==> config.mk <==
export PLATFORM = sky130hd
export DESIGN_NAME = fifo_rd_sched_flat
export DESIGN_NICKNAME = d
export VERILOG_FILES = /design/src/rtl/fifo_rd_sched_if.sv /design/src/rtl/fifo_rd_sched.sv /design/src/flat_wrapper.sv
export SDC_FILE = /design/constraint.sdc
export NUM_CORES = 1
export LEC_CHECK = 0
export CORE_UTILIZATION = 35
export CTS_CLUSTER_DIAMETER = 150
export CTS_CLUSTER_SIZE = 24
export DETAILED_ROUTE_END_ITERATION = 6
export HOLD_SLACK_MARGIN = 0.05
export PLACE_DENSITY_LB_ADDON = 0.05
export SETUP_SLACK_MARGIN = 0.5
export SKIP_LAST_GASP = 1
export SYNTH_ARGS = -nofsm -noshare
export SYNTH_HDL_FRONTEND = slang
export SYNTH_SLANG_ARGS = --single-unit
==> constraint.sdc <==
create_clock -name rclk -period 4.8 [get_ports rclk]
set_input_delay 0.72 -clock rclk [delete_from_list [all_inputs] [get_ports rclk]]
set_output_delay 0.72 -clock rclk [all_outputs]
set_load 0.01 [all_outputs]
==> src/rtl/fifo_rd_sched_if.sv <==
// Read-port bundle between the FIFO/consumers and the burst read scheduler.
// The scheduler uses the master modport; FIFO and consumer side uses slave.
interface fifo_rd_sched_if #(
    parameter int unsigned NREQ = 4,
    parameter int unsigned DW   = 8,
    parameter int unsigned LW   = 4
);
    logic [NREQ-1:0]    req;
    logic [NREQ*LW-1:0] blen;
    logic [NREQ-1:0]    cready;
    logic               rempty;
    logic [DW-1:0]      rdata;
    logic               rinc;
    logic [NREQ-1:0]    gnt;
    logic               out_valid;
    logic [DW-1:0]      out_data;
    logic               out_last;
    logic               out_abort;
    logic               busy;

    modport master (
        input  req, blen, cready, rempty, rdata,
        output rinc, gnt, out_valid, out_data, out_last, out_abort, busy
    );

    modport slave (
        output req, blen, cready, rempty, rdata,
        input  rinc, gnt, out_valid, out_data, out_last, out_abort, busy
    );
endinterface

==> src/rtl/fifo_rd_sched.sv <==
// Round-robin burst scheduler sharing one FIFO read port among NREQ consumers,
// with an empty-stall timeout that aborts a burst the FIFO cannot feed.
module fifo_rd_sched #(
    parameter int unsigned NREQ = 4,
    parameter int unsigned DW   = 8,
    parameter int unsigned LW   = 4,
    parameter int unsigned TMO  = 16
) (
    input  logic            rclk,
    input  logic            rrst_n,
    fifo_rd_sched_if.master bus
);
    localparam int unsigned IW = (NREQ > 1) ? $clog2(NREQ) : 1;
    localparam int unsigned SW = $clog2(TMO + 1);

    typedef enum logic [0:0] {
        IDLE  = 1'b0,
        BURST = 1'b1
    } state_e;

    state_e          state_q, state_d;
    logic [NREQ-1:0] gnt_q, gnt_d;
    logic [LW-1:0]   cnt_q, cnt_d;
    logic [SW-1:0]   stall_q, stall_d;
    logic [IW-1:0]   last_q, last_d;
    logic            out_valid_q, out_valid_d;
    logic [DW-1:0]   out_data_q, out_data_d;
    logic            out_last_q, out_last_d;
    logic            out_abort_q, out_abort_d;
    logic            busy_q, busy_d;

    logic            any_req_c;
    logic            arb_found_c;
    logic [IW-1:0]   arb_idx_c;
    logic [IW-1:0]   win_c;
    logic            owner_rdy_c;
    logic            rinc_c;
    logic            stalled_c;
    logic            timeout_c;

    // Round-robin search starting one past the previous winner.
    always_comb begin
        any_req_c   = |bus.req;
        arb_found_c = 1'b0;
        arb_idx_c   = last_q;
        win_c       = last_q;
        for (int unsigned i = 1; i <= NREQ; i++) begin
            arb_idx_c = IW'((32'(last_q) + i) % NREQ);
            if (!arb_found_c && bus.req[arb_idx_c]) begin
                arb_found_c = 1'b1;
                win_c       = arb_idx_c;
            end
        end
    end

    // Owner readiness is taken through the one-hot grant, so no owner index flop is needed.
    always_comb begin
        owner_rdy_c = |(bus.cready & gnt_q);
        rinc_c      = (state_q == BURST) & ~bus.rempty & owner_rdy_c;
        stalled_c   = (state_q == BURST) & bus.rempty & owner_rdy_c;
        timeout_c   = stalled_c & (stall_q == SW'(TMO - 1));
    end

    always_ff @(posedge rclk or negedge rrst_n) begin
        if (!rrst_n) begin
            state_q     <= IDLE;
            gnt_q       <= '0;
            cnt_q       <= '0;
            stall_q     <= '0;
            last_q      <= IW'(NREQ - 1);
            out_valid_q <= 1'b0;
            out_data_q  <= '0;
            out_last_q  <= 1'b0;
            out_abort_q <= 1'b0;
            busy_q      <= 1'b0;
        end else begin
            state_q     <= state_d;
            gnt_q       <= gnt_d;
            cnt_q       <= cnt_d;
            stall_q     <= stall_d;
            last_q      <= last_d;
            out_valid_q <= out_valid_d;
            out_data_q  <= out_data_d;
            out_last_q  <= out_last_d;
            out_abort_q <= out_abort_d;
            busy_q      <= busy_d;
        end
    end

    always_comb begin
        state_d = state_q;
        unique case (state_q)
            IDLE:    if (any_req_c) state_d = BURST;
            BURST:   if ((rinc_c && (cnt_q == '0)) || timeout_c) state_d = IDLE;
            default: state_d = IDLE;
        endcase
    end

    always_comb begin
        gnt_d       = gnt_q;
        cnt_d       = cnt_q;
        stall_d     = stall_q;
        last_d      = last_q;
        out_valid_d = 1'b0;
        out_data_d  = out_data_q;
        out_last_d  = 1'b0;
        out_abort_d = 1'b0;
        busy_d      = (state_d == BURST);
        unique case (state_q)
            IDLE: begin
                if (any_req_c) begin
                    gnt_d   = NREQ'(1) << win_c;
                    cnt_d   = bus.blen[32'(win_c) * LW +: LW];
                    stall_d = '0;
                    last_d  = win_c;
                end
            end
            BURST: begin
                if (rinc_c) begin
                    out_valid_d = 1'b1;
                    out_data_d  = bus.rdata;
                    out_last_d  = (cnt_q == '0);
                    stall_d     = '0;
                    if (cnt_q != '0) cnt_d = cnt_q - LW'(1);
                    else             gnt_d = '0;
                end else if (timeout_c) begin
                    out_abort_d = 1'b1;
                    gnt_d       = '0;
                    stall_d     = '0;
                end else if (stalled_c) begin
                    stall_d = stall_q + SW'(1);
                end
            end
            default: gnt_d = '0;
        endcase
    end

    assign bus.rinc      = rinc_c;
    assign bus.gnt       = gnt_q;
    assign bus.out_valid = out_valid_q;
    assign bus.out_data  = out_data_q;
    assign bus.out_last  = out_last_q;
    assign bus.out_abort = out_abort_q;
    assign bus.busy      = busy_q;
endmodule
==> src/flat_wrapper.sv <==
// flat-port wrapper written by rule: the top's interface ports become plain ports
module fifo_rd_sched_flat 
#(
    parameter int unsigned NREQ = 4,
    parameter int unsigned DW   = 8,
    parameter int unsigned LW   = 4,
    parameter int unsigned TMO  = 16
)
  (rclk, rrst_n, bus_req, bus_blen, bus_cready, bus_rempty, bus_rdata, bus_rinc, bus_gnt, bus_out_valid, bus_out_data, bus_out_last, bus_out_abort, bus_busy);
  fifo_rd_sched_if #(.NREQ(NREQ), .DW(DW), .LW(LW)) bus_i ();
  input  logic rclk;
  input  logic rrst_n;
  input wire logic [$bits(bus_i.req)-1:0] bus_req;
  input wire logic [$bits(bus_i.blen)-1:0] bus_blen;
  input wire logic [$bits(bus_i.cready)-1:0] bus_cready;
  input wire logic [$bits(bus_i.rempty)-1:0] bus_rempty;
  input wire logic [$bits(bus_i.rdata)-1:0] bus_rdata;
  output wire logic [$bits(bus_i.rinc)-1:0] bus_rinc;
  output wire logic [$bits(bus_i.gnt)-1:0] bus_gnt;
  output wire logic [$bits(bus_i.out_valid)-1:0] bus_out_valid;
  output wire logic [$bits(bus_i.out_data)-1:0] bus_out_data;
  output wire logic [$bits(bus_i.out_last)-1:0] bus_out_last;
  output wire logic [$bits(bus_i.out_abort)-1:0] bus_out_abort;
  output wire logic [$bits(bus_i.busy)-1:0] bus_busy;
  assign bus_i.req = bus_req;
  assign bus_i.blen = bus_blen;
  assign bus_i.cready = bus_cready;
  assign bus_i.rempty = bus_rempty;
  assign bus_i.rdata = bus_rdata;
  assign bus_rinc = bus_i.rinc;
  assign bus_gnt = bus_i.gnt;
  assign bus_out_valid = bus_i.out_valid;
  assign bus_out_data = bus_i.out_data;
  assign bus_out_last = bus_i.out_last;
  assign bus_out_abort = bus_i.out_abort;
  assign bus_busy = bus_i.busy;
  fifo_rd_sched #(.NREQ(NREQ), .DW(DW), .LW(LW), .TMO(TMO)) u_core (.rclk(rclk), .rrst_n(rrst_n), .bus(bus_i));
endmodule
Word-level counts from Yosys, hierarchy flattened --
Cells that the tools add are included.
Word-level totals: register bits after elaboration 27, logic and storage cells 92
Operators by class: add/sub/neg operators 6, magnitude comparators 4, equal/unequal tests 7, shift-type cells 2, muxes and demuxes 39, bitwise logic cells 8, reduce and logical (&&, ||, !) cells 17
Operators by type and width (number):
- $mux W4 | 7
- $mux W5 | 4
- $mux W1 | 16
- $pmux W4 S2 | 2
- $shiftx A16 B5 Y4 | 1
- $lt A2 B3 Y1 const B | 4
- $pmux W5 S2 | 1
- $bmux W1 S2 | 4
- $mux W2 | 4
- $reduce_or A4 Y1 | 2
- $ne A3 B3 Y1 const B | 2
- $reduce_and A2 Y1 | 3
- $reduce_and A3 Y1 | 2
- $add A5 B1 Y5 const B | 1
- $and A1 B1 Y1 | 5
- $eq A5 B4 Y1 const B | 1
- $add A2 B1 Y2 const B | 2
- $add A2 B2 Y2 const B | 2
- $and A4 B4 Y4 | 1
- $logic_and A1 B1 Y1 | 4
- $logic_not A4 Y1 | 1
- $ne A2 B2 Y1 const B | 2
- $ne A4 B4 Y1 const B | 1
- $reduce_bool A4 Y1 | 1
- other kinds (7) | 10

Depth between registers and ports, before layout --
depth after elaboration 16, mapped depth 7

Worst setup path before layout --
No wires, ideal clock.
path type input to output, from in bus_cready[0], to out bus_rinc, arrival 1.395 ns, data required time 4.080 ns, path slack 2.685 ns, stages on the path 3, path buffers 0, cells stage by stage a22o_1 o21ai_1 nor2_2
Between the ends: word-level cells in the longest chain between the ends 3
Ends and longest elaborated chain:
- start, declared | line flat_wrapper.sv:15 | input wire logic [$bits(bus_i.cready)-1:0] bus_cready;
- $and A4 B4 Y4 | line fifo_rd_sched.sv:58 | owner_rdy_c = |(bus.cready & gnt_q);
- $reduce_or A4 Y1 | line fifo_rd_sched.sv:58
- $and A1 B1 Y1 | line fifo_rd_sched.sv:59 | rinc_c = (state_q == BURST) & ~bus.rempty & owner_rdy_c;
- end, declared | line flat_wrapper.sv:18 | output wire logic [$bits(bus_i.rinc)-1:0] bus_rinc;
No other way between the ends.

Worst setup path in the final report --
Ends and elaborated chain as after synthesis.

==> summary.txt <==
Detailed routing
  • DRT antenna net count: 0
  • WL/cell: 13.39 um
  • DRC errors left: 0
  • Top Metal Used: met4
  • Met3 WL: 155 um
  • Iteration-0 DRC Markers: 59
  • DRT met1 WL: 1320 um
  • Via density: 5.269
  • Met2 Wirelength: 1706 um
  • First drt pass iteration count: 4
  • Via count: 1275
  • Routed Wire Length: 3240 um

Global routing
  • Largest net degree at the start of global routing: 28
  • Initial antenna violation count: 0
  • Vias in the first global route: 1262
  • GRT Total Usage: 0.1556
  • Grt ovf: 0
  • First-pass GRT wire length: 5333 um

Floorplanning
  • Die area: 4626 um2
  • Die W: 68.02 um
  • Effective utilization at floorplan: 0.3732
  • Chip height: 68.02 um
  • Core Area: 4086 um2
  • Boundary pin count: 52
  • # rows: 23

Final layout
  • Multi-input gate area: 784.5 um2
  • Register area: 678.2 um2
  • Share of cells above drive strength 1: 0.1615
  • Post-Layout Inst Area: 2105 um2
  • # diodes: 0
  • Fillers: 356
  • Layout area overhead: 37.98%
  • Final #Nets: 231

Yosys
  • Synth Area per Inst: 10.82 um2
  • Yosys warnings: 0
  • Register area share after synthesis: 0.4446
  • Syn_nets: 179
  • Yosys reg bits: 27
  • Cell taking the most area after synthesis: dfrtp_1
  • Top-count cell post-synth: dfrtp_1
  • Synthesized area: 1525 um2
  • Count of different cell masters after synthesis: 43
  • Post-synth top area share: 0.4102
  • Largest cells by area after synthesis: dfrtp_1, mux2_2, mux2i_1
  • Post-synth EDFFs: 0
  • Commonest cells in the netlist: dfrtp_1, nor2_1, nand2_1
  • Post-Syn Instances: 141
  • Most used DFF post-synth: dfrtp_1
  • Asr flop ratio synth: 1.000

Timing
  • Final hold vios: 0
  • Fin crit share: 0.6880
  • Slew Viols, Final: 0
  • Max-slew headroom: 0.3645
  • Fin Setup TNS: 0 ns
  • Tmin final: 3.303 ns
  • Worst Skew: 0.005512 ns
  • Final Setup Violations: 0
  • Worst-Margin Slew: 0.9533 ns
  • Unrepaired setup endpoints after global routing: false
  • Fmax: 302.8 MHz

Worst setup path
  • Crit path DAT: 2.58 ns
  • CP max stage cell: clkdlybuf4s50_1
  • Max incr delay on CP: 0.62 ns
  • CP Data Required Time: 4.08 ns
  • Crit end category: primary output
  • Crit Path Max Fanout: 15
  • Worst path top cell family by delay: buffers and inverters
  • Critical path's most frequent cell: clkdlybuf4s50_1
  • Critical Path Source Type: input port
  • WS Path Type: input port to primary output
  • CP Buf/Inv Count: 3
  • Critical path, cell by cell: clkdlybuf4s50_1 > a22o_1 > o21ai_1 > buf_4 > nor2_2 > clkdlybuf4s50_1

Placed design
  • Placed instance area: 2058 um2
  • IO Port Bufs: 51
  • Routability cong.: 0.7325
  • Detailed placer's ending HPWL: 2544 um

Power and ir drop
  • Static Leak: 0.0008750 uW
  • PwrDens: 499.4 nW/um2
  • Max VDD drop: 0.0001926 V

Clock network
  • CTS Sinks: 27
  • Num CTS Buffers: 3
  • Postcts setup bufs: 0
  • CTS tree: done
  • Reg clk slew, reported paths: 0.09 ns
  • Hold-fix buffers, CTS: 0
  • H-tree Lvls: 1
  • Root Driver: clkbuf_8
  • CTS Buffer Depth: 2
  • Post-cts resize count: 0
  • Clock Latency Late Sink: 0.27 ns

Status
  • Status: finished, final reports clean

Run
  • Number of max-cap violations: 0

Hold path
  • Hold Crit Class: flip-flop to flip-flop
==> cells in the final DEF (no fill, tap or decap), types with 6 or more instances in the layout <==
master           instances
clkdlybuf4s50_1         51
nor2_1                  11
dfrtp_1                 25
mux2_2                   9
nand2_1                 10
nor3_1                   6
a21oi_1                  6
mux2i_1                  6
nand3_1                  7
==> layout make-up <==
cell class              instances  share of cell area
inverters                       2            0.003567
well taps                      50             0.02973
clock buffers                   3             0.01962
multi-input cells             106              0.3728
clock inverters                 1            0.002378
repair buffers                 53              0.2497
flip-flops and latches         27              0.3222
==> report_power, final <==
part,internal (uW),switching (uW)
clock,58.2,71.5
combinational,296,236
sequential,316,72.5
total,671,380
==> path summary, 6_finish.rpt <==
check | from | to | slack, ns | depth (start not counted)
max | bus_cready[0] | bus_rinc | 1.50 | 6
min | u_core.bus.out_data[6] | u_core.bus.out_data[6] | 0.52 | 1
min in group asynchronous | rrst_n | u_core.bus.out_data[6] | 0.81 | 2
max in group asynchronous | rrst_n | u_core.last_q[1] | 3.69 | 2
min reg2reg | u_core.bus.out_data[6] | u_core.bus.out_data[6] | 0.52 | 1
max reg2reg | u_core.last_q[1] | u_core.cnt_q[2] | 2.47 | 5
==> stage by stage <==
stage                     cells  power (uW)  hold WS [ns]  worst slack [ns]    util
after detailed placement    238       934.9        0.4974             1.479  0.5037
after CTS                   242        1063        0.5195             1.478  0.5150
final                       242        1051        0.5151             1.497  0.5150
after global placement      238       920.2        0.4899             1.525  0.5037
after global routing        242        1137        0.5397             1.375  0.5150
after floorplan             141       744.9        0.4244             2.685       -
==> per-layer routing <==
layer	GRT usage	vias to the layer above
met5	0	-
met4	0.06250	0
met3	0.02000	5
met2	0.3002	41
met1	0.1675	608
li1	-	621
==> logic make-up (layout without fill, tap and decap cells) <==
logic type	count (synthesis)	in the layout	share of synthesized area
mux	18	18	0.1354
compound gates	32	32	0.1657
buf+inv	8	59	0.04102
simple gates	53	53	0.1887
flops	27	27	0.4446
fa+ha+maj	3	3	0.02461
==> sequential cells by signal, indices dropped and copies added, names as in the netlist <==
name,count
u_core.state_q,1
u_core.stall_q,5
u_core.bus.out_abort,1
u_core.bus.out_last,1
u_core.last_q,2
u_core.bus.gnt,4
u_core.bus.out_valid,1
u_core.cnt_q,4
u_core.bus.out_data,8
No activity file was read; power rests on OpenSTA's default activity.
